<file path="src/rtl/mmem_rd_addr_gen_pkg.sv">
// mem_pckg: main-memory read-command types shared by the read address generator
package mem_pckg;
    localparam int C_MMEM_ADDR_WDT = 16;
    typedef enum logic [1:0] {PM_IDLE, PM_INTERN, PM_EXTERN} mem_port_mux_t;
    typedef enum logic [1:0] {DT_INT8, DT_INT16, DT_FP16, DT_FP32} data_type_t;
    typedef struct packed {
        logic                       cmd_rd_en;
        logic [C_MMEM_ADDR_WDT-1:0] cmd_rd_addr;
        mem_port_mux_t              cmd_rd_port_mux;
        data_type_t                 cmd_rd_data_vect_type;
        logic                       cmd_rd_data_vect_zero_padd;
        logic                       cmd_rd_data_vect_neg_inf_padd;
        logic                       cmd_rd_data_vect_last;
    } mem_cmd_rd_t;
    typedef enum logic [1:0] {S_IDLE, S_RUN, S_DONE} rd_addr_gen_state_t;
endpackage

</file>
<file path="src/rtl/mmem_rd_addr_gen_grid_cnt.sv">
// grid_cnt: row-major 2-D position counter with wrap, exposing the next position
// so the caller can build a registered command for it in the same cycle.
module grid_cnt #(
    parameter int W = 13
) (
    input  logic         clk,
    input  logic         rst,
    input  logic         clr,
    input  logic         load,
    input  logic         adv,
    input  logic [W-1:0] rows,
    input  logic [W-1:0] cols,
    output logic [W-1:0] nxt_row,
    output logic [W-1:0] nxt_col,
    output logic         last,
    output logic         nxt_last
);
    logic [W-1:0] row, col;
    logic         col_end, row_end;
    always_comb begin
        col_end  = col == cols - W'(1);
        row_end  = row == rows - W'(1);
        nxt_col  = col_end ? '0 : col + W'(1);
        nxt_row  = col_end ? (row_end ? '0 : row + W'(1)) : row;
        last     = col_end && row_end;
        nxt_last = nxt_row == rows - W'(1) && nxt_col == cols - W'(1);
    end
    always_ff @(posedge clk or posedge rst)
        if (rst) begin
            row <= '0;
            col <= '0;
        end else if (clr || load) begin
            row <= '0;
            col <= '0;
        end else if (adv) begin
            row <= nxt_row;
            col <= nxt_col;
        end
endmodule

</file>
<file path="src/rtl/mmem_rd_addr_gen.sv">
// mmem_rd_addr_gen: walks a padded feature map in row-major order and issues one
// main-memory read command per position, flagging border positions as padding.
module mmem_rd_addr_gen
    import mem_pckg::*;
#(
    parameter int DIM_WDT = 10,
    parameter int PAD_WDT = 2
) (
    input  logic                       clk,
    input  logic                       rst,
    input  logic                       en,
    input  logic                       clear,
    input  logic                       stall,
    input  logic                       start,
    output logic                       done,
    output logic                       busy,
    input  logic [C_MMEM_ADDR_WDT-1:0] cfg_base_addr,
    input  logic [DIM_WDT-1:0]         cfg_h,
    input  logic [DIM_WDT-1:0]         cfg_w,
    input  logic [PAD_WDT-1:0]         cfg_pad,
    input  logic                       cfg_pad_neg_inf,
    input  mem_port_mux_t              cfg_port_mux,
    input  data_type_t                 cfg_data_type,
    output mem_cmd_rd_t                rd_cmd
);
    localparam int PW = DIM_WDT + PAD_WDT + 1;
    localparam int AW = C_MMEM_ADDR_WDT;

    function automatic logic interior(input logic [PW-1:0] r, c, p, h, w);
        return r >= p && r < p + h && c >= p && c < p + w;
    endfunction

    function automatic mem_cmd_rd_t mk(input logic in_b, input logic [AW-1:0] a, input logic ni,
                                       input logic lst, input mem_port_mux_t m, input data_type_t d);
        mem_cmd_rd_t c;
        c = '0;
        c.cmd_rd_en = 1'b1;
        c.cmd_rd_addr = in_b ? a : '0;
        c.cmd_rd_port_mux = m;
        c.cmd_rd_data_vect_type = d;
        c.cmd_rd_data_vect_zero_padd = !in_b && !ni;
        c.cmd_rd_data_vect_neg_inf_padd = !in_b && ni;
        c.cmd_rd_data_vect_last = lst;
        return c;
    endfunction

    rd_addr_gen_state_t state;
    logic [PW-1:0]      h_r, w_r, pad_r, rows_r, cols_r;
    logic [AW-1:0]      addr_r;
    logic               neg_r, empty_r;
    mem_port_mux_t      mux_r;
    data_type_t         dt_r;
    logic [PW-1:0]      s_h, s_w, s_pad, s_rows, s_cols, nxt_row, nxt_col;
    logic               s_in, s_last, s_empty, n_in, go, adv, last, nxt_last;

    always_comb begin
        s_h     = PW'(cfg_h);
        s_w     = PW'(cfg_w);
        s_pad   = PW'(cfg_pad);
        s_rows  = s_h + s_pad + s_pad;
        s_cols  = s_w + s_pad + s_pad;
        s_empty = cfg_h == '0 || cfg_w == '0;
        s_in    = interior('0, '0, s_pad, s_h, s_w);
        s_last  = s_rows == PW'(1) && s_cols == PW'(1);
        n_in    = interior(nxt_row, nxt_col, pad_r, h_r, w_r);
        go      = en && !stall;
        adv     = state == S_RUN && !empty_r && go && !last;
    end

    grid_cnt #(.W(PW)) u_grid (
        .clk      (clk),
        .rst      (rst),
        .clr      (clear),
        .load     (state == S_IDLE && start && en),
        .adv      (adv),
        .rows     (rows_r),
        .cols     (cols_r),
        .nxt_row  (nxt_row),
        .nxt_col  (nxt_col),
        .last     (last),
        .nxt_last (nxt_last)
    );

    always_ff @(posedge clk or posedge rst)
        if (rst) begin
            state <= S_IDLE; rd_cmd <= '0; done <= 1'b0; busy <= 1'b0; addr_r <= '0; empty_r <= 1'b0;
            h_r <= '0; w_r <= '0; pad_r <= '0; rows_r <= '0; cols_r <= '0; neg_r <= 1'b0;
            mux_r <= PM_IDLE; dt_r <= DT_INT8;
        end else if (clear) begin
            state <= S_IDLE; rd_cmd <= '0; done <= 1'b0; busy <= 1'b0; addr_r <= '0; empty_r <= 1'b0;
            h_r <= '0; w_r <= '0; pad_r <= '0; rows_r <= '0; cols_r <= '0; neg_r <= 1'b0;
            mux_r <= PM_IDLE; dt_r <= DT_INT8;
        end else begin
            done <= 1'b0;
            case (state)
                S_IDLE: if (start && en) begin
                    state <= S_RUN; busy <= 1'b1; empty_r <= s_empty;
                    h_r <= s_h; w_r <= s_w; pad_r <= s_pad; rows_r <= s_rows; cols_r <= s_cols;
                    neg_r <= cfg_pad_neg_inf; mux_r <= cfg_port_mux; dt_r <= cfg_data_type;
                    rd_cmd <= s_empty ? '0 : mk(s_in, cfg_base_addr, cfg_pad_neg_inf, s_last, cfg_port_mux, cfg_data_type);
                    addr_r <= cfg_base_addr + AW'(s_in);
                end
                S_RUN: if (empty_r || (go && last)) begin
                    // Empty frames skip straight to DONE so done still lands two cycles after start.
                    state <= S_DONE; done <= 1'b1; rd_cmd <= '0;
                end else if (go) begin
                    rd_cmd <= mk(n_in, addr_r, neg_r, nxt_last, mux_r, dt_r);
                    addr_r <= addr_r + AW'(n_in);
                end
                default: begin
                    state <= S_IDLE; busy <= 1'b0;
                end
            endcase
        end
endmodule

</file>
<file path="config.mk">
export PLATFORM = sky130hd
export DESIGN_NAME = mmem_rd_addr_gen
export DESIGN_NICKNAME = d
export VERILOG_FILES = /design/src/rtl/mmem_rd_addr_gen_pkg.sv /design/src/rtl/mmem_rd_addr_gen_grid_cnt.sv /design/src/rtl/mmem_rd_addr_gen.sv
export SDC_FILE = /design/constraint.sdc
export NUM_CORES = 1
export LEC_CHECK = 0
export CORE_UTILIZATION = 43
export CTS_BUF_LIST = sky130_fd_sc_hd__clkbuf_4 sky130_fd_sc_hd__clkbuf_8
export DETAILED_ROUTE_END_ITERATION = 6
export DONT_BUFFER_PORTS = 1
export GPL_TIMING_DRIVEN = 0
export PLACE_DENSITY = 0.55
export SLEW_MARGIN = 25
export SYNTH_ARGS = -nofsm -noshare
export SYNTH_HDL_FRONTEND = slang
export SYNTH_SLANG_ARGS = --single-unit
</file>
<file path="constraint.sdc">
create_clock -name clk -period 11 [get_ports clk]
set_input_delay 2.2 -clock clk [delete_from_list [all_inputs] [get_ports clk]]
set_output_delay 2.2 -clock clk [all_outputs]
set_load 0.01 [all_outputs]
</file>
Yosys cells after proc, flatten, opt, wreduce, memory -nomap -nowiden
Index checks and enable logic that the tools add are counted.
{ "classes": {"n_lt_le_gt_ge": 7, "muxes": 57, "reduce_logical": 43, "addsub": 12, "n_eq_ne": 13} }
{ "ops": {"columns": ["operator", "count"], "rows": [
  ["two-way mux 13 bit", 22],
  ["two-way mux 24 bit", 5],
  ["two-way mux 16 bit", 6],
  ["== test 13 bit", 4],
  ["case mux 24 bit (2 select lines)", 1],
  ["adder 16 x 1 -> 16 bit", 2],
  ["case mux 16 bit (2 select lines)", 1],
  ["adder 13 x 1 -> 13 bit (second input constant)", 2],
  ["adder 13 bit", 2],
  ["adder 13 x 2 -> 13 bit", 2],
  ["== test 13 x 1 -> 1 bit (second input constant)", 2],
  [">= comparator 13 bit", 2],
  ["less-than comparator 13 bit", 2],
  ["subtractor 13 x 1 -> 13 bit (second input constant)", 2],
  ["adder 2 x 10 -> 11 bit", 2],
  ["less-than comparator 1 x 11 -> 1 bit (first input constant)", 2],
  ["logical AND 1 bit", 21],
  ["zero test 10 bit", 2],
  ["two-way mux 2 bit", 9],
  ["two-way mux 1 bit", 11],
  ["zero test 1 bit", 7],
  ["!= test 3 x 2 -> 1 bit (second input constant)", 2],
  ["!= test 3 bit (second input constant)", 2],
  ["AND reduction 2 bit", 3],
  ["other kinds (12)", 16]
]} }
{ "totals": {"out_inout_bits": 26, "input_bits": 49, "word_cells": 154, "reg_bits": 141} }

Depth between registers and ports, before layout
Gate-level depths: netlist of run 1.
{ "depth": {"ltp_word": 14, "ltp_mapped": 37, "depth_no_buf": 30} }

Cells and area by module
From an unflattened synthesis of run 1, not the netlist that was laid out.
{ "hier_totals": {"hier_cells": 1308, "hier_area_um2": 10453.8} }
{ "modules_own_cells": {"columns": ["mod", "seq_area_each_um2", "cells_per_inst", "area_per_inst_um2", "instances"], "rows": [
  ["mmem_rd_addr_gen", 2402.3, 827, 6899.1, 1],
  ["grid_cnt", 650.6, 481, 3554.7, 1]
]} }

Worst setup path after synthesis of run 1
No wires, ideal clock.
{ "synth_path": {"path_kind": "register -> register", "from": "register cols_r[0]", "to": "register addr_r[15]", "n_path_buf": 6, "setup_time_ns": 0.082, "slack_ns": 4.638, "arrival_time_ns": 6.280, "synth_period_minus_slack_ns": 6.362, "required_ns": 10.918, "stages_incl_launch_ff": 35, "cell_sequence": "dfrtp_1 -> inv_1 -> ha_1 -> nor3b_1 -> xnor3_1 -> and4_1 -> nand3_1 -> or3_1 -> buf_2 -> buf_2 -> clkbuf_1 -> clkbuf_1 -> and2_1 -> ha_1 -> a21o_1 -> a21o_1 -> a21oi_1 -> o21ai_0 -> a31o_2 -> a21oi_1 -> and4_1 -> o31a_1 -> buf_6 -> buf_6 -> ha_1 -> and3_1 -> and3_1 -> and3_1 -> and3_1 -> and3_1 -> and3_1 -> nand3_1 -> nor3_1 -> a21oi_1 -> o22ai_1"} }
{ "synth_between": {"elab_chain_len": 12, "word_cells_on_any_way": 21, "classes_between": "add/sub (2); order compare (4); eq/ne (2); mux (6); reduce/logical (7)"} }
{ "synth_lines": {"columns": ["item", "line", "source"], "rows": [
  ["start: declaration", "mmem_rd_addr_gen.sv:48", "logic [PW-1:0] h_r, w_r, pad_r, rows_r, cols_r;"],
  ["start signal: assignment", "mmem_rd_addr_gen.sv:98", "h_r <= s_h; w_r <= s_w; pad_r <= s_pad; rows_r <= s_rows; cols_r <= s_cols;"],
  ["subtractor 13 x 1 -> 13 bit (*)", "mmem_rd_addr_gen_grid_cnt.sv:21", "col_end = col == cols - W'(1);"],
  ["== test 13 bit (*)", "mmem_rd_addr_gen_grid_cnt.sv:21", null],
  ["two-way mux 13 bit", "mmem_rd_addr_gen_grid_cnt.sv:24", "nxt_row = col_end ? (row_end ? '0 : row + W'(1)) : row;"],
  [">= comparator 13 bit or less-than comparator 13 bit (tied branches)", "mmem_rd_addr_gen.sv:30", "return r >= p && r < p + h && c >= p && c < p + w;"],
  ["logical AND 1 bit (3 in series)", "mmem_rd_addr_gen.sv:30", null],
  ["adder 16 x 1 -> 16 bit", "mmem_rd_addr_gen.sv:108", "addr_r <= addr_r + AW'(n_in);"],
  ["two-way mux 16 bit", "mmem_rd_addr_gen.sv:106", "end else if (go) begin"],
  ["two-way mux 16 bit", "mmem_rd_addr_gen.sv:103", "S_RUN: if (empty_r || (go && last)) begin"],
  ["case mux 16 bit (2 select lines)", "mmem_rd_addr_gen.sv:95", "case (state)"],
  ["two-way mux 16 bit", "mmem_rd_addr_gen.sv:89", "end else if (clear) begin"],
  ["end signal: assignment", "mmem_rd_addr_gen.sv:101", "addr_r <= cfg_base_addr + AW'(s_in);"],
  ["end signal: assignment", "mmem_rd_addr_gen.sv:108", null],
  ["end: declaration", "mmem_rd_addr_gen.sv:49", "logic [AW-1:0] addr_r;"]
]} }
Mark *: on every way between the ends. The rest lies on a longest branch, timed or not. The select of a mux whose other input is x is not followed.
A chain may end at the register's enable or synchronous reset.

Worst setup path in the final report of run 1
{ "layout_path": {"from": "register cols_r[2]", "to": "register addr_r[15]"} }
The elaborated chain is that of the path after synthesis.

==> reports/qor.yml, run 1 <==
floorplanning:
  start_util_pct: 43.6
  dieHeight_microns: 162
  die_area_sq_um: 26100
  placementRows: 58
  pin_count: 75
  fp.dieW_microns: 162
  coreArea_sq_um: 25100
grt:
  grt_pass1_vias: 10600
  grt_pass1_wl_mm: 61.3
  grt-ovfl-total: 0
  grt_usage_pct: 30.8
  grt_max_degree: 76
  antenna_found_initial: 0
timing:
  hold-worst-slack_ns: 0.505
  rsz0062_at_grt: "false"
  min_period_ns: 8.82
  final.setup_skew_ns: 0.0257
  fin_crit_sh_pct: 80.2
  fmax_mhz: 113
  timing.setup.tns_ns: 0
  slew_headroom_pct: 31.7
  final_max_slew_viol_count: 0
  final_hold_viol_count: 0
  setup_viol: 0
  timing_worst_slew_pin_value_ns: 1.02
critical_path:
  cpMostUsedCell: "and3_1"
  r2r_cells: 32
  critPathKind: "reg2reg"
  critical_path_peak_fanout: 10
  rrSetupSlack_ns: 2.18
  slowest_delay_ns: 0.78
  critPathLaunchType: "register"
  cp.arrival_ns: 9.23
  worstPathRequired_ns: 11.41
  timing.rr.end: "addr_r[15]"
  worstReg2RegStart: "cols_r[2]"
  slowest_stage: "nor3_2"
  worstSetupEndpointType: "register"
hold_path:
  worstHoldPathType: "reg2reg"
  holdPathEnd: "addr_r[0]"
  hold_depth: 2
  hp-start: "addr_r[0]"
yosys:
  ys_seq_area_share_pct: 27.9
  syn-num-nets: 1506
  synthDistinctLibCells: 85
  syn_area_sq_um: 11000
  synth_top_family_by_area: "simple AND/OR/NAND/NOR gates"
  synth_seq_cells: 122
  yosysTopAreaCell: "dfrtp_1"
  async_reset_ff_share_pct: 100
  synth_edf_count: 0
  syn_area_per_cell_sq_um: 7.79
  synth_top_area_share_pct: 27.9
  yosys-mux-area-fraction_pct: 1.04
  synth_xor_area_share_pct: 10.4
  synth_ff_type: "dfrtp_1"
  ys_warn_count: 0
  synthTopCellsByArea: "dfrtp_1, nand2_1, xnor2_1"
  synth-compound-area-share_pct: 22.9
  synthAdderAreaFrac_pct: 6.12
  netlist_instances: 1407
  synth_simple_gate_area_share_pct: 26.1
final_layout:
  drive_gt1_share_pct: 5.21
  areaGrowthSynthToFinish_pct: 7.61
  n_antenna_cell: 0
  postLayoutCellArea_sq_um: 11800
  fillers: 2627
  nNetsFinal: 1526
job:
  cap_violations: 0
power:
  irDropWorstVdd_v: 0.0000652
  p_per_area_nw_per_um2: 109
  leakagePower_uw: 0.00501
  finalPower_uw: 1290
place:
  io_buffers: 0
  place_area_sq_um: 11400
  gp_congestion: 0.974
  dpl.hpwl_mm: 30.0
clocking:
  clkTransAtPathRegs_ns: 0.11
  postCtsHoldBufs: 0
  cts_root_buffer: "clkbuf_8"
  clk_latency_ns: 0.48
  htree_levels: 4
  cts_inserted_buffers: 17
  cts_tree: "built"
  post_cts_buffers: 0
  cts_resized: 0
  cts_max_path_buffers: 2
  cts_num_sinks: 122
routing:
  drt-total-wl_mm: 39.2
  vias: 10700
  drt_iter0_drc: 942
  firstDrtPassIters: 7
  route.detailed.drc: 0
  routedWlPerCell_microns: 22.1
  ant_nets: 0
  viasPerCell: 6.07
run_status:
  status: "finished, final reports clean"
through the flow:
step | setup slack, ns | std cells | util [%]
6_report | 2.18 | 1770 | 46.9
5_1_grt | 1.68 | 1770 | 46.9
4_1_cts | 2.31 | 1770 | 46.9
3_5_place_dp | 2.29 | 1738 | 45.4
3_3_place_gp | 2.18 | 1737 | 45.3
2_1_floorplan | 4.64 | 1407 | -
cell usage after synthesis, drive strengths merged, types with 6 or more instances:
cell	n
and2	8
nand2b	19
nor2b	13
nor2	133
fa	6
o31ai	12
a22o	25
a211oi	15
xnor2	81
o22ai	9
nor3	45
a31oi	10
o21ai	99
a22oi	14
o211ai	7
nand2	189
or3	9
nand4	25
a21oi	81
nand3	55
a41o	18
nand3b	7
or2	6
clkbuf	90
buf	20
xor2	31
nor3b	8
and3	28
mux2i	8
a21o	16
dfrtp	122
ha	44
nor4	22
inv	38
o2111ai	7
metal layers:
metal	global-route usage [%]	vias up	wire length, microns
li1	-	5121	-
met1	41.5	5219	18000
met2	48.5	334	17600
met3	6.91	70	2510
met4	10.9	0	1100
met5	0	-	0
critical path: cells and delay by family, from the launching register on:
| kind | cells | cell delay, ns |
|---|---|---|
| xor+xnor | 1 | 0.25 |
| compound gates | 10 | 1.75 |
| fa+ha+maj | 2 | 0.54 |
| simple gates | 13 | 3.85 |
| buf+inv | 6 | 1.98 |
| flops | 1 | 0.37 |
cell usage in the layout, fill, tap and decap left out, types with 8 or more instances in the layout:
cell      instances
nand4_1          24
nand2b_1         19
or3_1             8
nor2b_1          13
xor2_1           31
clkbuf_1         90
buf_2             9
a21o_1           16
xnor2_1          81
nand2_1         189
nor3_1           43
a22o_1           25
nor2_1          133
o31ai_1          12
nor3b_1           8
o22ai_1           9
clkbuf_8         17
o21ai_0          80
nor4_1           19
ha_1             44
a211oi_1         14
mux2i_1           8
and3_1           28
a21oi_1          80
a22oi_1          14
nand3_1          55
inv_1            37
a41o_1           18
a31oi_1          10
and2_1            8
o21ai_1          18
dfrtp_1         122
report_power, final:
group / switching [uW] / internal (uW) / total, uW
Clock: 249 / 169 / 418
Combinational: 237 / 130 / 367
Sequential: 29.0 / 472 / 501
Total: 516 / 771 / 1290
worst max-delay path by stage:
stage / startpoint / end / slack, ns
4_1_cts: cols_r[2] / addr_r[15] / 2.31
6_report: cols_r[2] / addr_r[15] / 2.18
3_5_place_dp: cols_r[2] / addr_r[15] / 2.29
5_1_grt: cols_r[0] / addr_r[15] / 1.68
2_1_floorplan: cols_r[0] / addr_r[15] / 4.64
3_3_place_gp: cols_r[2] / addr_r[15] / 2.18
registers in the layout, summed over array words and instances, names as in the netlist:
| register | cells |
|---|---|
| rd_cmd | 24 |
| addr_r | 16 |
| u_grid.col | 13 |
| u_grid.row | 13 |
| cols_r | 12 |
| rows_r | 12 |
| h_r | 10 |
| w_r | 10 |
| dt_r | 2 |
| mux_r | 2 |
| pad_r | 2 |
| state | 2 |
| busy | 1 |
| done | 1 |
| empty_r | 1 |
| neg_r | 1 |
area by class of cell:
| class | count | area (sq um) | share of cell area, % |
|---|---|---|---|
| Multi-Input combinational cell | 1137 | 7290 | 61.9 |
| Sequential cell | 122 | 3050 | 25.9 |
| Buffer | 110 | 465 | 3.95 |
| Tap cell | 330 | 413 | 3.50 |
| Clock buffer | 17 | 234 | 1.98 |
| Clock inverter | 15 | 151 | 1.28 |
| Inverter | 38 | 150 | 1.27 |
| Timing Repair Buffer | 1 | 27.5 | 0.234 |
cells by family after synthesis:
group / after synthesis
compound gates: 370
xor+xnor: 119
fa+ha+maj: 50
buf+inv: 148
flops: 122
mux: 11
simple gates: 587
Note: power is estimated with default switching activity, not from simulation.
==> run 2: changes to the inputs <==
--- a/config.mk
+++ b/config.mk
@@ -10,7 +10,7 @@
 export DETAILED_ROUTE_END_ITERATION = 6
 export DONT_BUFFER_PORTS = 1
 export GPL_TIMING_DRIVEN = 0
-export PLACE_DENSITY = 0.55
+export PLACE_DENSITY = 0.57
 export SLEW_MARGIN = 25
 export SYNTH_ARGS = -nofsm -noshare
 export SYNTH_HDL_FRONTEND = slang
==> constraint.sdc (replaced) <==
create_clock -name clk -period 7.4 [get_ports clk]
set_input_delay 1.48 -clock clk [delete_from_list [all_inputs] [get_ports clk]]
set_output_delay 1.48 -clock clk [all_outputs]
set_load 0.01 [all_outputs]
==> run 2 against run 1 <==
  * First-iteration DRC count grew 18%
  * Clock-buffer cell count up 1
  * Wire length is 0.28% lower
  * Clock power increased by 40%
  * Combinational power up 57%
  * Die area stayed put
  * Sequential power is 49% higher
  * Utilization rose by 1.3 points
  * Sequential share of layout area down 0.67 points
  * Register-to-register slack got worse by 1.9 ns
  * Critical endpoint is now addr_r[14]
==> reports/qor.yml, run 2 (same netlist as run 1, synthesis figures left out) <==
power:
  comb_power_share_pct: 30.2  # +1.7 points
  clock_power_share_pct: 30.6  # -1.9 points
  irDropWorstVdd_v: 0.0000991  # +52%
  p_per_area_nw_per_um2: 157  # +44%
  finalPower_uw: 1910  # +48%
  p_int_uw: 1150  # +50%
  sw_frac_of_total_pct: 39.5  # -0.61 points
  leakagePower_uw: 0.00511  # +2.1%
  p_seq_share_pct: 39.2  # +0.2 points
  switching_power_uw: 753  # +46%
floorplanning:
  dieHeight_microns: 162  # unchanged
  pin_count: 75  # unchanged
  die_area_sq_um: 26100  # unchanged
  fp.dieW_microns: 162  # unchanged
  start_util_pct: 43.6  # unchanged
  coreArea_sq_um: 25100  # unchanged
  placementRows: 58  # unchanged
grt:
  grt_usage_pct: 30.4  # -0.40 points
  antenna_found_initial: 0  # unchanged
  grt_pass1_wl_mm: 60.6  # -1.2%
  grt_max_degree: 71  # -6.6%
  grt_pass1_vias: 10200  # -3.9%
  grt-ovfl-total: 0  # unchanged
routing:
  top_layer: "met4"
  firstDrtPassIters: 6  # -1
  routedWlPerCell_microns: 21.9  # -1.0%
  drt_iter0_drc: 1113  # +18%
  vias: 10800  # +0.97%
  route.detailed.drc: 0  # unchanged
  wl_met1_mm: 17.9  # -0.71%
  drt-total-wl_mm: 39.1  # -0.28%
  viasPerCell: 6.08  # +0.23%
  ant_nets: 0  # unchanged
  wl_met2_mm: 17.5  # -0.23%
  met3RoutedLength_mm: 2.76  # +9.9%
critical_path:
  critPathKind: "reg2reg"
  cp.arrival_ns: 7.50  # -1.73 ns
  rrSetupSlack_ns: 0.29  # -1.89 ns
  slowest_stage: "dfrtp_2"
  critPathLaunchType: "register"
  timing.rr.end: "addr_r[14]"
  worstPathRequired_ns: 7.79  # -3.62 ns
  worstSetupEndpointType: "register"
  r2r_cells: 33  # +3.1%
  critical_path_peak_fanout: 10  # unchanged
  worstReg2RegStart: "rows_r[0]"
  slowest_delay_ns: 0.46  # -0.32 ns
timing:
  fin_crit_sh_pct: 96.1  # +16 points
  timing_worst_slew_pin_value_ns: 1.10  # +0.0728 ns
  fmax_mhz: 141  # +24%
  slew_headroom_pct: 27.0  # -4.7 points
  min_period_ns: 7.11  # -1.71 ns
  final_hold_viol_count: 0  # unchanged
  setup_viol: 0  # unchanged
  final_max_slew_viol_count: 0  # unchanged
  hold-worst-slack_ns: 0.503  # -0.00212 ns
  final.setup_skew_ns: 0.0174  # -0.00827 ns
final_layout:
  areaGrowthSynthToFinish_pct: 10.5
  largest_register_ffs: 24  # unchanged
  drive_gt1_share_pct: 8.53  # +3.3 points
  reg_top3: "rd_cmd: 24 flops, addr_r: 16 flops"
  n_antenna_cell: 0  # unchanged
  mostFrequentLayoutCell: "nand2_1"
  multiInputGateArea_sq_um: 7500  # +2.8%
  nNetsFinal: 1539  # +0.85%
  regArea_sq_um: 3060  # about the same
  fillers: 2595  # -1.2%
  final_cell_mix: "nand2_1, nor2_1, dfrtp_1, clkbuf_1"
  registers.top_by_ff_count: "rd_cmd"
place:
  gp_congestion: 0.978  # +0.45%
  io_buffers: 0  # unchanged
  dpl.hpwl_mm: 29.9  # -0.55%
clocking:
  clk_latency_ns: 0.47  # about the same
  htree_levels: 4  # unchanged
  cts_num_sinks: 122  # unchanged
  clkTransAtPathRegs_ns: 0.09  # -0.02 ns
  postCtsHoldBufs: 0  # unchanged
  cts_inserted_buffers: 17  # unchanged
  cts_root_buffer: "clkbuf_8"
  cts_tree: "built"
  cts_max_path_buffers: 2  # unchanged
hold_path:
  hp-start: "addr_r[0]"
  worstHoldPathType: "reg2reg"
  holdPathEnd: "addr_r[0]"
  hold_depth: 2  # unchanged
run_status:
  status: "finished, final reports clean"
job:
  cap_violations: 0  # unchanged
[run 2: timing repair]
item | in CTS | in global routing
pin swaps | 3 | 7
buffers inserted | 7 | 8
setup endpoints to repair | 15 | 6
hold endpoints to repair | 0 | 0
gates resized for setup | 15 | 36
cloned | 0 | 1
[run 2: stage by stage]
stage               util, %  instances  TNS (ns)  setup slack (ns)  instance area [sq um]
finish                 48.2       1783         0             0.286                  12100
global route           48.2       1783  -0.00160          -0.00160                  12100
CTS                    47.2       1775         0          0.000339                  11900
detailed placement     45.4       1738     -9.55             -1.30                  11400
global placement       45.3       1737    -10.72             -1.40                  11400
floorplan                 -       1407         0              1.04                  11000
[run 2: final cells by class]
| class | instances | share of cell area [%] |
|---|---|---|
| buffer | 107 | 3.99 |
| sequential | 122 | 25.2 |
| timing repair buffer | 17 | 1.28 |
| tap | 330 | 3.41 |
| inverter | 38 | 1.24 |
| clock inverter | 14 | 0.940 |
| clock buffer | 18 | 1.99 |
| multi-input combinational | 1137 | 61.9 |
[run 2: layer usage]
layer	track usage, %	vias to the layer above
li1	-	5137
met3	5.19	56
met5	0	-
met2	47.6	384
met1	43.0	5271
met4	8.70	0
[run 2: worst max-delay path, delay by kind of cell, from the launching register on]
family          cells  cell delay, ns
compound gates     12            2.02
fa+ha+maj           4            0.95
simple gates       11            2.69
buf+inv             6            0.92
flops               1            0.46
[run 2: worst max path at each step]
stage,from,end,slack [ns],depth (start not counted)
after CTS,rows_r[5],addr_r[15],0.0003,32
after detailed placement,cols_r[0],addr_r[15],-1.30,33
after global placement,cols_r[2],addr_r[15],-1.40,32
after global routing,rows_r[0],addr_r[15],-0.002,33
after floorplan,cols_r[0],addr_r[15],1.04,34
final,rows_r[0],addr_r[14],0.29,33
[run 2: power by group through the flow]
stage / Sequential [uW] / Clock [uW] / Combinational [uW]
after floorplan: 744 / 0 / 395
after global placement: 757 / 0 / 532
after detailed placement: 757 / 0 / 537
after CTS: 745 / 591 / 549
after global routing: 754 / 614 / 627
final: 748 / 584 / 575
==> run 3: changes to the inputs <==
--- a/config.mk
+++ b/config.mk
@@ -14,4 +14,5 @@
 export SLEW_MARGIN = 25
 export SYNTH_ARGS = -nofsm -noshare
 export SYNTH_HDL_FRONTEND = slang
+export SYNTH_HIERARCHICAL = 1
 export SYNTH_SLANG_ARGS = --single-unit
==> run 3 against run 2 <==
  * Design area fell by 5.5%
  * Wire length fell by 12%
  * Sequential share of layout area rose by 1.4 points
  * Largest power group unchanged
==> reports/qor.yml, run 3 <==
run_status:
  status: "finished, final reports clean"
final_layout:
  registers.top_by_ff_count: "rd_cmd"
  mostFrequentLayoutCell: "nand2_1"
  n_antenna_cell: 0  # unchanged
  reg_top3: "rd_cmd: 24 flops, addr_r: 16 flops"
  nNetsFinal: 1434  # -6.8%
  final_cell_mix: "nand2_1, dfrtp_1, nor2_1, xnor2_1, a21oi_1"
  fin_cells: 1667  # -6.5%
  largest_register_ffs: 24  # unchanged
  drive_gt1_share_pct: 7.05  # -1.5 points
  areaGrowthSynthToFinish_pct: 9.47
  fin_util_pct: 48.3  # +0.094 points
grt:
  grt_max_degree: 67  # -5.6%
  grt_pass1_wl_mm: 53.1  # -12%
  grt-ovfl-total: 0  # unchanged
  antenna_found_initial: 0  # unchanged
  grt_pass1_vias: 9266  # -9.1%
  grt_usage_pct: 28.1  # -2.3 points
yosys:
  ys_seq_area_share_pct: 29.2  # +1.3 points
  netlist_instances: 1308  # -7.0%
  synth-compound-area-share_pct: 20.1  # -2.9 points
  ys_warn_count: 6  # +6
  syn_area_sq_um: 10500  # -4.6%
  yosysTopAreaCell: "dfrtp_1"
  synth_ff_type: "dfrtp_1"
  synthDistinctLibCells: 93  # +9.4%
  synth_edf_count: 0  # unchanged
  synthTopCellsByArea: "dfrtp_1, xnor2_1, nand2_1"
  async_reset_ff_share_pct: 100  # unchanged
  syn_area_per_cell_sq_um: 7.99  # +2.7%
  yosys-mux-area-fraction_pct: 1.40  # +0.36 points
  synth_simple_gate_area_share_pct: 27.0  # +0.90 points
  synth_most_common_cell: "nand2_1"
  synth_top_family_by_area: "simple AND/OR/NAND/NOR gates"
  synthAdderAreaFrac_pct: 6.42  # +0.29 points
  synth_seq_cells: 122  # unchanged
  synth_xor_area_share_pct: 10.6  # +0.16 points
  synth_top_area_share_pct: 29.2  # +1.3 points
  netlist_top_cells_count: "nand2_1, dfrtp_1, nor2_1"
critical_path:
  rrSetupSlack_ns: 0.27  # -0.02 ns
  critical_path_peak_fanout: 10  # unchanged
  slowest_stage: "a2111oi_4"
  worstSetupEndpointType: "register"
  worstReg2RegStart: "cols_r[0]"
  slowest_delay_ns: 0.49  # +0.03 ns
  worstPathRequired_ns: 7.74  # -0.05 ns
  startpoint: "cols_r[0]"
  r2r_cells: 28  # -15%
  critPathLaunchType: "register"
  timing.rr.end: "addr_r[14]"
  critPathKind: "reg2reg"
  cpMostUsedCell: "ha_1"
  cp.arrival_ns: 7.48  # -0.02 ns
hold_path:
  worstHoldPathType: "reg2reg"
  hp-start: "addr_r[0]"
  holdPathEnd: "addr_r[0]"
  hold_depth: 2  # unchanged
place:
  gp_congestion: 0.967  # -1.2%
  dp_cells: 1633  # -6.0%
  dpl.hpwl_mm: 26.4  # -12%
  place_ws_ns: -1.38  # -0.0792 ns
  io_buffers: 0  # unchanged
routing:
  drt-total-wl_mm: 34.2  # -12%
  routedWlPerCell_microns: 20.5  # -6.4%
  drt_iter0_drc: 840  # -25%
  viasPerCell: 5.97  # -1.8%
  firstDrtPassIters: 6  # unchanged
  ant_nets: 0  # unchanged
  vias: 9955  # -8.2%
  route.detailed.drc: 0  # unchanged
timing:
  fin_crit_sh_pct: 96.4  # +0.28 points
  final_max_slew_viol_count: 0  # unchanged
  final_hold_viol_count: 0  # unchanged
  setup_viol: 0  # unchanged
  fmax_mhz: 140  # -0.29%
  slew_headroom_pct: 42.2  # +15 points
  final.setup_skew_ns: 0.0157  # -0.00171 ns
  timing_worst_slew_pin_value_ns: 0.863  # -0.233 ns
  min_period_ns: 7.13  # +0.0208 ns
  setup_slack_ns: 0.265  # -0.0208 ns
clocking:
  cts_root_buffer: "clkbuf_8"
  cts_tree: "built"
  cts_max_path_buffers: 2  # unchanged
  clk_latency_ns: 0.46  # about the same
  clkTransAtPathRegs_ns: 0.10  # about the same
  htree_levels: 4  # unchanged
  cts_num_sinks: 122  # unchanged
  cts_inserted_buffers: 17  # unchanged
floorplanning:
  placementRows: 56  # -3.4%
  fp.dieW_microns: 158  # -2.3%
  start_util_pct: 44.1  # +0.51 points
  die_area_sq_um: 24900  # -4.5%
  coreArea_sq_um: 23700  # -5.7%
  pin_count: 75  # unchanged
  dieHeight_microns: 158  # -2.3%
job:
  cap_violations: 0  # unchanged
power:
  leakagePower_uw: 0.00467  # -8.6%
  irDropWorstVdd_v: 0.0000975  # -1.6%
  p_per_area_nw_per_um2: 162  # +3.2%
  finalPower_uw: 1860  # -2.5%
[run 3: cell types whose count changed in the layout (fill, tap and decap cells not counted), moves of 12 or more]
| cell | delta |
|---|---|
| nor2_1 | -24 |
| and2_1 | +16 |
| nand2_1 | -14 |
| a41o_1 | -18 |
| a221o_1 | +16 |
| o21ai_1 | -14 |
| inv_1 | +12 |
| clkbuf_1 | -37 |
| buf_4 | -13 |
| a22o_1 | -13 |
| o21ai_0 | -12 |
[run 3: cells by family after synthesis]
family | Yosys count
multiplexers | 14
buffers and inverters | 133
XOR/XNOR | 120
adder cells (fa/ha/maj) | 50
AND/OR/NAND/NOR | 557
other | 1
AO/OA/AOI/OAI | 311
flip-flops | 122
[run 3: critical path, delay by kind of cell (launching register included)]
kind                     cells  cell delay, ns
AO/OA/AOI/OAI               11            2.17
AND/OR/NAND/NOR              7            1.90
buffers and inverters        5            1.10
adder cells (fa/ha/maj)      4            1.07
flip-flops                   1            0.48
XOR/XNOR                     1            0.28
[run 3: repair_timing]
| action | CTS | global route |
|---|---|---|
| gates resized for setup | 9 | 12 |
| endpoints found under the hold margin | 0 | 0 |
| hold buffers | 0 | 0 |
| endpoints found under the setup margin | 28 | 6 |
| pin swaps | 1 | 1 |
| cloned | 0 | 0 |
| setup buffers | 1 | 2 |
[run 3: per-layer routing]
layer  routed length, microns  track usage (%)  up-vias
li1                         -                -     4782
met1                    16100             40.6     4811
met2                    15200             42.1      317
met3                     2060             5.01       45
met4                      792             9.06        0
met5                        0                0        -
[run 3: worst max-delay path by stage]
stage / end / cells after the start
3_5_place_dp: addr_r[14] / 27
2_1_floorplan: addr_r[14] / 25
4_1_cts: addr_r[14] / 28
6_report: addr_r[14] / 28
5_1_grt: addr_r[12] / 28
3_3_place_gp: addr_r[14] / 27
[run 3: metrics by stage]
stage | hold WS, ns | setup TNS (ns) | cell area [sq um]
floorplan | 0.455 | 0 | 10500
global placement | 0.469 | -13.91 | 10900
detailed placement | 0.482 | -14.04 | 10900
CTS | 0.507 | 0 | 11400
global route | 0.524 | -0.0806 | 11400
finish | 0.503 | 0 | 11400
[run 3: layout make-up]
cell class | instances | area (sq um)
tap | 319 | 399
buffer | 80 | 363
inverter | 52 | 200
clock inverter | 15 | 170
clock buffer | 17 | 234
multi-input combinational | 1058 | 6970
sequential | 122 | 3050
timing repair buffer | 4 | 50.0
fill | 2429 | 12200
[run 3: where the power goes]
part / leakage (uW) / internal, uW / switching, uW
combinational: 0.00279 / 182 / 299
clock: 0.000201 / 286 / 363
sequential: 0.00167 / 692 / 38.2
total: 0.00467 / 1160 / 700
